--- config.mk ---
export PLATFORM = sky130hd
export DESIGN_NAME = crc_serial_engine
export DESIGN_NICKNAME = d
export VERILOG_FILES = /design/src/rtl/crc_pkg.sv /design/src/rtl/crc_lfsr_step.sv /design/src/rtl/crc_serial_engine.sv
export SDC_FILE = /design/constraint.sdc
export NUM_CORES = 1
export LEC_CHECK = 0
export BUFFER_PORTS_ARGS = -buffer_cell sky130_fd_sc_hd__buf_2
export CORE_MARGIN = 2
export CORE_UTILIZATION = 55
export DETAILED_ROUTE_END_ITERATION = 8
export GPL_ROUTABILITY_DRIVEN = 0
export PLACE_DENSITY_LB_ADDON = 0.12
export SETUP_SLACK_MARGIN = 0.5
export SLEW_MARGIN = 10
export SYNTH_ARGS = -nofsm -noshare
export SYNTH_HDL_FRONTEND = slang
export SYNTH_SLANG_ARGS = --single-unit
--- constraint.sdc ---
create_clock -name clk -period 4.3 [get_ports clk]
set_input_delay 0.215 -clock clk [delete_from_list [all_inputs] [get_ports clk]]
set_output_delay 0.215 -clock clk [all_outputs]
set_load 0.005 [all_outputs]
--- src/rtl/crc_pkg.sv ---
// Shared types and constants for the serial CRC engine.
package crc_pkg;

    localparam logic [15:0] CRC16_CCITT_POLY = 16'h1021;
    localparam int unsigned DEFAULT_DATA_W   = 34;
    localparam int unsigned DEFAULT_CRC_W    = 16;

    typedef enum logic [1:0] {
        ST_IDLE  = 2'd0,
        ST_SHIFT = 2'd1,
        ST_DONE  = 2'd2
    } crc_state_e;

endpackage

--- src/rtl/crc_lfsr_step.sv ---
// One-bit MSB-first CRC update: fb = crc[MSB] ^ bit; crc = (crc << 1) ^ (fb ? POLY : 0).
module crc_lfsr_step
    import crc_pkg::*;
#(
    parameter int unsigned          CRC_W = DEFAULT_CRC_W,
    parameter logic [CRC_W-1:0]     POLY  = CRC_W'(CRC16_CCITT_POLY)
) (
    input  logic [CRC_W-1:0] crc_cur,
    input  logic             bit_in,
    output logic [CRC_W-1:0] crc_next_c
);

    logic fb;

    always_comb begin
        fb         = crc_cur[CRC_W-1] ^ bit_in;
        crc_next_c = (crc_cur << 1) ^ (fb ? POLY : '0);
    end

endmodule

--- src/rtl/crc_serial_engine.sv ---
// Bit-serial CRC generator/checker: IDLE -> SHIFT (DATA_W cycles) -> DONE -> IDLE.
// Check mode is compiled in only when CRC_SERIAL_CHECK_EN is defined.
module crc_serial_engine
    import crc_pkg::*;
#(
    parameter int unsigned      DATA_W = DEFAULT_DATA_W,
    parameter int unsigned      CRC_W  = DEFAULT_CRC_W,
    parameter logic [CRC_W-1:0] POLY   = CRC_W'(CRC16_CCITT_POLY),
    parameter logic [CRC_W-1:0] INIT   = '0
) (
    input  logic                    clk,
    input  logic                    reset,
    input  logic                    start,
    input  logic [DATA_W-1:0]       data_in,
    input  logic                    mode,
    input  logic [CRC_W-1:0]        crc_in,
    output logic                    busy,
    output logic                    done,
    output logic [DATA_W+CRC_W-1:0] data_out,
    output logic                    crc_ok
);

    localparam int unsigned CNT_W = $clog2(DATA_W) + 1;

    crc_state_e               state_q, state_d;
    logic [CNT_W-1:0]         cnt_q, cnt_d;
    logic [CRC_W-1:0]         crc_q, crc_d;
    logic [DATA_W-1:0]        sh_q, sh_d;
    logic                     mode_q, mode_d;
    logic [CRC_W-1:0]         crc_in_q, crc_in_d;
    logic                     busy_q, busy_d;
    logic                     done_q, done_d;
    logic [DATA_W+CRC_W-1:0]  data_out_q, data_out_d;
    logic                     crc_ok_q, crc_ok_d;

    logic                     chk_mode_c;
    logic [CRC_W-1:0]         chk_crc_c;
    logic [CRC_W-1:0]         crc_next_c;
    logic [DATA_W-1:0]        sh_rot_c;

`ifdef CRC_SERIAL_CHECK_EN
    assign chk_mode_c = mode;
    assign chk_crc_c  = crc_in;
`else
    logic unused_cfg;
    assign unused_cfg = ^{mode, crc_in};
    assign chk_mode_c = 1'b0;
    assign chk_crc_c  = '0;
`endif

    // Payload is rotated rather than shifted out, so after DATA_W steps it is intact again.
    assign sh_rot_c = (sh_q << 1) | (sh_q >> (DATA_W - 1));

    crc_lfsr_step #(
        .CRC_W (CRC_W),
        .POLY  (POLY)
    ) u_step (
        .crc_cur    (crc_q),
        .bit_in     (sh_q[DATA_W-1]),
        .crc_next_c (crc_next_c)
    );

    always_comb begin
        state_d    = state_q;
        cnt_d      = cnt_q;
        crc_d      = crc_q;
        sh_d       = sh_q;
        mode_d     = mode_q;
        crc_in_d   = crc_in_q;
        data_out_d = data_out_q;
        crc_ok_d   = crc_ok_q;
        done_d     = 1'b0;

        case (state_q)
            ST_IDLE: begin
                if (start) begin
                    state_d  = ST_SHIFT;
                    sh_d     = data_in;
                    mode_d   = chk_mode_c;
                    crc_in_d = chk_crc_c;
                    crc_d    = INIT;
                    cnt_d    = CNT_W'(DATA_W - 1);
                end
            end
            ST_SHIFT: begin
                crc_d = crc_next_c;
                sh_d  = sh_rot_c;
                cnt_d = cnt_q - CNT_W'(1);
                if (cnt_q == '0) begin
                    state_d    = ST_DONE;
                    cnt_d      = '0;
                    data_out_d = {sh_rot_c, crc_next_c};
                    crc_ok_d   = mode_q & (crc_next_c == crc_in_q);
                end
            end
            ST_DONE: begin
                state_d = ST_IDLE;
                done_d  = 1'b1;
            end
            default: state_d = ST_IDLE;
        endcase

        busy_d = (state_d != ST_IDLE);
    end

    always_ff @(posedge clk or negedge reset) begin
        if (!reset) begin
            state_q    <= ST_IDLE;
            cnt_q      <= '0;
            crc_q      <= INIT;
            sh_q       <= '0;
            mode_q     <= 1'b0;
            crc_in_q   <= '0;
            busy_q     <= 1'b0;
            done_q     <= 1'b0;
            data_out_q <= '0;
            crc_ok_q   <= 1'b0;
        end else begin
            state_q    <= state_d;
            cnt_q      <= cnt_d;
            crc_q      <= crc_d;
            sh_q       <= sh_d;
            mode_q     <= mode_d;
            crc_in_q   <= crc_in_d;
            busy_q     <= busy_d;
            done_q     <= done_d;
            data_out_q <= data_out_d;
            crc_ok_q   <= crc_ok_d;
        end
    end

    assign busy     = busy_q;
    assign done     = done_q;
    assign data_out = data_out_q;
    assign crc_ok   = crc_ok_q;

endmodule

## Word level (Yosys, flattened, before mapping)

Index checks and enable logic that the tools add are counted.

| word-level totals | value |
|---|---|
| flip-flop bits (word level) | 111 |
| input bits | 54 |
| word-level logic and storage cells | 32 |

| operators by class | value |
|---|---|
| add/sub/neg operators | 1 |
| eq/ne operators | 3 |
| multiplexer cells | 12 |
| bitwise logic cells | 3 |
| reductions and logical operators | 6 |

Operators with widths:

| cell | count |
|---|---|
| 34-bit one-hot mux with 2 select lines | 1 |
| 34-bit two-way mux | 1 |
| 34-bit by 1-bit OR with 34-bit output | 1 |
| 16-bit one-hot mux with 2 select lines | 1 |
| 16-bit two-way mux | 1 |
| 16-bit by 13-bit XOR with 16-bit output | 1 |
| 7-bit two-way mux | 2 |
| 7-bit one-hot mux with 2 select lines | 1 |
| 13-bit two-way mux | 1 |
| 7-bit logical NOT | 1 |
| 7-bit by 1-bit subtractor with 7-bit output (second input constant) | 1 |
| 2-bit two-way mux | 2 |
| 2-bit one-hot mux with 2 select lines | 1 |
| 2-bit AND reduction | 2 |
| 2-bit nonzero test | 2 |
| 2-bit by 1-bit == test with 1-bit output (second input constant) | 1 |
| 2-bit == test (second input constant) | 1 |
| 2-bit logical NOT | 1 |
| 2-bit inequality test (second input constant) | 1 |
| 1-bit two-way mux | 1 |
| 1-bit XOR | 1 |

## Longest topological paths before layout

Gate-level depths: netlist of the first run.

| logic depth | value |
|---|---|
| depth after elaboration | 4 |
| depth in mapped cells | 6 |
| depth with buffers taken out | 5 |

## By module

Synthesis of the first run repeated with hierarchy kept, for this count alone.

| unflattened totals | value |
|---|---|
| cells, all modules | 398 |
| area, all modules | 4890.9 µm² |

Modules (own cells, without submodules):

| module | times used | cells an instance | area each (µm²) | seq. area each (µm²) |
|---|---|---|---|---|
| crc_serial_engine | 1 | 381 | 4729.5 | 2777.7 |
| crc_lfsr_step | 1 | 17 | 161.4 | 0.0 |

## Least setup slack after synthesis of the first run

No wires, ideal clock.

| path | value |
|---|---|
| path kind | register to register |
| start point | register cnt_q[0] |
| end point | register data_out_q[10], in the netlist data_out[10] |
| library setup time | 0.125 ns |
| data arrival time | 1.599 ns |
| required time | 4.175 ns |
| setup slack | 2.576 ns |
| stages on the path, launching flop included | 7 |
| buffers on the path | 1 |
| path through | dfrtp_1 -> inv_1 -> ha_1 -> nor2b_1 -> nand3_4 -> buf_6 -> mux2_4 |

| on the way | value |
|---|---|
| cells in the longest elaborated chain, start to end | 2 |

Ends and longest elaborated chain:

| what | RTL line | source |
|---|---|---|
| start, declared | crc_serial_engine.sv:26 | `logic [CNT_W-1:0] cnt_q, cnt_d;` |
| start signal, assigned | crc_serial_engine.sv:120 | `cnt_q <= cnt_d;` |
| 7-bit logical NOT | crc_serial_engine.sv:89 | `if (cnt_q == '0) begin` |
| 2-bit AND reduction (no source line) | - |  |
| end signal, assigned | crc_serial_engine.sv:127 | `data_out_q <= data_out_d;` |
| end, declared | crc_serial_engine.sv:33 | `logic [DATA_W+CRC_W-1:0] data_out_q, data_out_d;` |

Every way passes these cells.
A chain may end at the register's enable or synchronous reset.

## Worst setup path after layout of the first run

| path | value |
|---|---|
| start point | register cnt_q[0] |
| end point | register data_out_q[18], in the netlist data_out[18] |

The elaborated chain is that of the path after synthesis.

==> run summary, run 1 <==
F_max - 365 MHz
Site Rows - 34
Seq cells post-synth - 111
DR pass1 iterations - 4
Setup tns final - 0 ps
Maxcap violations - 0
Final hold slack - -8.20 ps
Post-DRT Antenna Nets - 0
Area Growth Syn to Fin - 14.0%
Power per cell area - 693 nW/um2
Sw Ratio - 33.9%
Final setup violation count - 0
HP Class - primary input to asynchronous set/reset pin
I/O pins - 107
Seq pwr share - 47.1%
Worst vdd ir - 0.328 mV
Reg2Reg Depth - 5
First-pass GRT wire length - 15.4 mm
Port bufs - 88
Yosys top cell area share - 57.6%
Worst EP required - 4540 ps
# clock sinks - 111
Clock power frac - 15.8%
Post-synth net total - 430
Residual DRC count - 0
Clock slew at reported path FFs - 100 ps
Routed WL per cell - 15.4 um
Tcrit/Tclk final - 63.7%
GRT Total Usage - 19.7%
CP cell instances - inv_1 > ha_1 > nor2b_1 > nand3_4 > mux2_4
Sequential area share after synthesis - 57.6%
Layout cells sized above 1 - 34.9%
Post-route minimum period - 2740 ps
Vias - 3009
Initial Util - 56.1%
Hpwl dp - 5.57 mm
Worst EP arrival - 2980 ps
Slew HR - 29.4%
Postcts setup bufs - 0
Worst slew pin tran - 1060 ps
Die footprint - 9530 um2
Largest net degree at the start of global routing - 86
Cts hold-fix bufs - 0
Post_cts resized - 0
Initial antenna violation count - 0
Clock latency on the worst-skew pair - 350 ps
Hold Vio Cnt, Final - 9
ANT cells - 0
Layout Nets - 511
Clock buffer depth - 2
Gate power share - 37.1%
Setup Skew - 8.41 ps
Crit. End Element - flip-flop
CP max stage cell - nand3_4
Status - finished with violations
RSZ-0062 raised after global routing - false
Internal - 2.52 mW
Critical Path Max Stage Delay - 880 ps
Avg Inst Size Synth - 12.9 um2
Largest area contributor in the synthesized netlist - dfrtp_1
Final Power - 3.81 mW
TritonCTS clock tree - done
Failing checks - negative hold slack
Reg2reg setup slack - 1560 ps
Vias per std cell - 5.31
Post-Syn Area - 4820 um2
R2r startpoint - cnt_q[0]
Most area-consuming cells after synthesis - dfrtp_1 58%, mux2_4 15%, mux2i_1 7.3%
Netlist cell types - 37
Core area - 8590 um2
Wirelength, routed - 8.72 mm
Worst-path fanout max - 51
P_sw - 1.29 mW
CP Launch Type - flip-flop
Clk root buf - clkbuf_8
Die H - 97.6 um
H-tree depth - 3
Starting DRT DRC Count - 129
End of the worst register-to-register path - data_out[18]
Grt ovf - 0
Die W - 97.6 um
Synth Warn # - 0
TritonCTS buffer count - 9
Vias in the first global route - 3064
Setup CP Type - flip-flop to flip-flop
Mapped Cells - 374
Leakage - 2.81 nW
Max Slew Vio Count - 0
[Yosys cell counts]
cell type,count
nand4_1,1
ha_1,2
buf_6,5
o22ai_1,1
or2_2,1
buf_4,1
mux2i_1,35
nor4_1,1
or3_1,2
nand2b_1,1
buf_2,9
nor4_4,1
nand3_4,1
o41a_1,1
a22o_1,4
clkbuf_1,7
conb_1,1
a21oi_1,2
nor3b_2,1
nor3_1,1
mux2_2,1
o21bai_1,1
a32o_1,1
inv_1,7
o21ai_0,49
and3_1,1
xnor2_1,3
nor3b_1,1
nand2_1,61
dfrtp_1,111
nor2b_1,4
o211ai_1,1
a2bb2oi_1,1
a211o_1,3
a2111oi_0,1
nor2_1,2
mux2_4,48
[power groups by stage]
stage / Sequential [mW] / Clock (mW) / Combinational, mW
final: 1.79 / 0.601 / 1.41
after global routing: 1.86 / 0.664 / 1.59
after detailed placement: 1.81 / 0 / 1.43
after floorplan: 1.77 / 0 / 1.01
after CTS: 1.80 / 0.620 / 1.44
after global placement: 1.80 / 0 / 1.40
[logic make-up (layout without fill, tap and decap cells)]
group | after synthesis | count (layout) | share of synthesized area [%]
flops | 111 | 111 | 57.6
mux | 84 | 84 | 22.4
simple gates | 79 | 79 | 7.65
compound gates | 65 | 65 | 7.81
buf+inv | 29 | 114 | 3.35
xor+xnor | 3 | 3 | 0.545
fa+ha+maj | 2 | 2 | 0.519
other cells | 1 | 1 | 0.0778
[placed cells by master (no fill, tap or decap), types with 2 or more instances in the layout]
cell type and count:
buf_2 87, nand2_1 61, mux2_4 48, nor2b_1 3
o21ai_0 49, a22o_1 4, a211o_1 3, ha_1 2
a21oi_1 2, or3_1 2, buf_4 5, mux2i_1 35
inv_1 7, clkbuf_8 9, dfrtp_1 111, xnor2_1 3
nor2_1 2, clkinvlp_4 4
[critical path: cells and delay by family (launching register included)]
kind          cells  cell delay [ps]
flops             1              430
buf+inv           1              120
mux               1              600
simple gates      2             1290
fa+ha+maj         1              170
[state kept, by name, indices dropped and copies added (netlist names)]
name	cells
done	1
cnt_q	7
crc_q	16
sh_q	34
busy	1
data_out	50
state_q	2
[area by class of cell]
cell class | count | area, um2
sequential | 111 | 2780
tap | 108 | 135
timing repair buffer | 92 | 473
fill | 705 | 3100
clock inverter | 5 | 60.1
multi-input combinational | 234 | 1900
inverter | 7 | 26.3
clock buffer | 10 | 128
[routing by layer]
layer  vias to the layer above  wire length (um)  global-route usage, %  share of wire (%)
li1                       1443                 -                      -                  -
met1                      1494              4090                   27.1                 47
met2                        67              4110                   31.4                 47
met3                         5               453                   5.11                5.2
met4                         0                65                   5.45               0.75
met5                         -                 0                      0                  0
[worst max path at each step]
stage / slack [ps] / depth (start not counted) / start / to
after floorplan: 2580 / 6 / cnt_q[0] / data_out[10]
after global placement: 1580 / 5 / cnt_q[0] / data_out[27]
after detailed placement: 1530 / 5 / cnt_q[0] / data_out[31]
after CTS: 1520 / 5 / cnt_q[0] / data_out[31]
after global routing: 1360 / 5 / cnt_q[0] / data_out[19]
final: 1560 / 5 / cnt_q[0] / data_out[18]
[metrics by stage]
stage / util, % / hold WS [ps] / setup WS, ps / area, um2 / instances
after floorplan: - / -80.6 / 2580 / 4820 / 374
after global placement: 61.8 / 427 / 1580 / 5310 / 552
after detailed placement: 61.8 / 421 / 1530 / 5310 / 552
after CTS: 64.0 / 22.8 / 1520 / 5500 / 567
after global routing: 64.0 / 68.6 / 1360 / 5500 / 567
final: 64.0 / -8.20 / 1560 / 5500 / 567
Power figures use the tool's default switching activity.
==> run 2, diff against run 1 <==
--- a/config.mk
+++ b/config.mk
@@ -7,7 +7,7 @@
 export LEC_CHECK = 0
 export BUFFER_PORTS_ARGS = -buffer_cell sky130_fd_sc_hd__buf_2
 export CORE_MARGIN = 2
-export CORE_UTILIZATION = 55
+export CORE_UTILIZATION = 54
 export DETAILED_ROUTE_END_ITERATION = 8
 export GPL_ROUTABILITY_DRIVEN = 0
 export PLACE_DENSITY_LB_ADDON = 0.12
==> constraint.sdc (replaced) <==
create_clock -name clk -period 2.72 [get_ports clk]
set_input_delay 0.136 -clock clk [delete_from_list [all_inputs] [get_ports clk]]
set_output_delay 0.136 -clock clk [all_outputs]
set_load 0.005 [all_outputs]
==> run summary, run 2 (synthesis results as in run 1) <==
Hpwl dp - 5.97 mm (+7.2%)
Worst vdd ir - 0.599 mV (+82%)
Layout cells sized above 1 - 35.9% (+1.0 points)
Placed cell areas - 5380 um2 (+1.4%)
TritonCTS buffer count - 9 (unchanged)
Slew HR - 49.1% (+20 points)
Maxcap violations - 0 (unchanged)
Layout Nets - 519 (+1.6%)
Leakage - 2.87 nW (+2.3%)
DR pass1 iterations - 4 (unchanged)
Core area - 8680 um2 (+0.99%)
Hold Vio Cnt, Final - 0 (-9)
Tcrit/Tclk final - 68.5% (+4.7 points)
Final setup violation count - 0 (unchanged)
Starting DRT DRC Count - 117 (-9.3%)
# clock sinks - 111 (unchanged)
Worst-path fanout max - 9 (-82%)
Post-route minimum period - 1860 ps (-878 ps)
GRT Total Usage - 19.6% (-0.19 points)
Area Growth Syn to Fin - 15.9%
Vias - 3001 (-0.27%)
Largest net degree at the start of global routing - 86 (unchanged)
CP max stage cell - dfrtp_1
I/O pins - 107 (unchanged)
Status - completed
Routed WL per cell - 15.6 um (+1.4%)
Worst slew pin tran - 764 ps (-294 ps)
Setup CP Type - flip-flop to flip-flop
Final Power - 6.02 mW (+58%)
Grt ovf - 0 (unchanged)
Max Slew Vio Count - 0 (unchanged)
RSZ-0062 raised after global routing - false
Wirelength, routed - 8.99 mm (+3.0%)
Setup Skew - 10.7 ps (+2.27 ps)
Multi-input logic area - 1900 um2 (+0.13%)
Worst EP arrival - 2120 ps (-860 ps)
Crit. End Element - flip-flop
Die W - 98.5 um (+0.88%)
Site Rows - 34 (unchanged)
CP cell instances - inv_1 > ha_1 > nor2b_2 > nand3_4 > buf_4 > mux2_4
Clock slew at reported path FFs - 100 ps (about the same)
Die footprint - 9700 um2 (+1.8%)
Vias per std cell - 5.21 (-1.8%)
Commonest non-fill, non-tap cells in the layout - 111 x dfrtp_1, 87 x buf_2, 61 x nand2_1, 49 x o21ai_0, 48 x mux2_4
Max reg flops - 50 (unchanged)
Port bufs - 88 (unchanged)
F_max - 537 MHz (+47%)
Setup tns final - 0 ps (unchanged)
Worst EP required - 2970 ps (-1570 ps)
ANT cells - 0 (unchanged)
Power per cell area - 1080 nW/um2 (+55%)
Clock buffer depth - 2 (unchanged)
Clk root buf - clkbuf_8
FILL cells - 697 (-1.1%)
Initial antenna violation count - 0 (unchanged)
HP Class - primary input to flip-flop
Post-DRT Antenna Nets - 0 (unchanged)
CP Launch Type - flip-flop
Design Area, Final - 5590 um2 (+1.7%)
Die H - 98.5 um (+0.88%)
Register area - 2780 um2 (unchanged)
First-pass GRT wire length - 15.2 mm (-1.1%)
Critical Path Max Stage Delay - 440 ps (-440 ps)
Most common cell after layout, fill and taps aside - dfrtp_1
H-tree depth - 3 (unchanged)
Vias in the first global route - 3028 (-1.2%)
TritonCTS clock tree - done
Initial Util - 55.6% (-0.55 points)
Residual DRC count - 0 (unchanged)
Clock latency on the worst-skew pair - 370 ps (+20 ps)
-- run 2: cell types whose count changed in the layout (fill, tap and decap cells not counted), moves of 3 or more --
cell and delta:
clkinv_4 +3, buf_4 +4, buf_12 +3, clkinvlp_4 -4
-- run 2: routing by layer --
metal	routed length [um]	GRT usage, %
met3	434	4.18
met5	0	0
met4	113	7.06
met2	4190	29.0
met1	4250	28.8
-- run 2: repair_timing --
action | 4_1_cts | 5_1_grt
endpoints found under the setup margin | 35 | 1
endpoints found under the hold margin | 54 | 0
pin swaps | 1 | 0
buffers inserted | 2 | 0
gates resized for setup | 0 | 1
hold buffers | 1 | 0
-- run 2: area by class of cell --
type                    instances  share of cell area, %
clock buffers                  12                   2.60
clock inverters                 4                  0.560
flip-flops and latches        111                   49.7
inverters                       7                  0.470
repair buffers                100                   10.3
well taps                     108                   2.42
multi-input cells             234                   34.0
-- run 2: per-stage QoR --
stage,hold WS [ps],utilization [%],std cells,setup WS [ps]
global route,60.1,64.4,576,701
finish,56.4,64.4,576,857
CTS,43.2,64.4,576,688
detailed placement,232,62.0,557,438
global placement,232,62.0,557,506
floorplan,-160,-,374,996
-- run 2: critical path: cells and delay by family, from the launching register on --
kind                       cells  cell delay [ps]
and+or+nand+nor                2              470
DFF                            1              440
buffers and inverters          2              360
muxes                          1              300
adders and majority gates      1              180
-- run 2: power breakdown --
part	switching (mW)	leakage, nW	total, mW	internal [mW]
sequential	0.500	1.44	2.85	2.35
clock	0.544	0.0905	0.908	0.364
combinational	1.03	1.35	2.26	1.24
-- run 2: final timing paths --
kind,slack [ps],start,end,depth (start not counted)
max in group asynchronous,1530,reset,sh_q[4],4
min in group asynchronous,350,reset,data_out[6],2
hold reg to reg,510,sh_q[5],sh_q[6],2
setup / recovery,860,cnt_q[0],data_out[47],6
hold / removal,60,data_in[21],sh_q[21],3
setup reg to reg,860,cnt_q[0],data_out[47],6
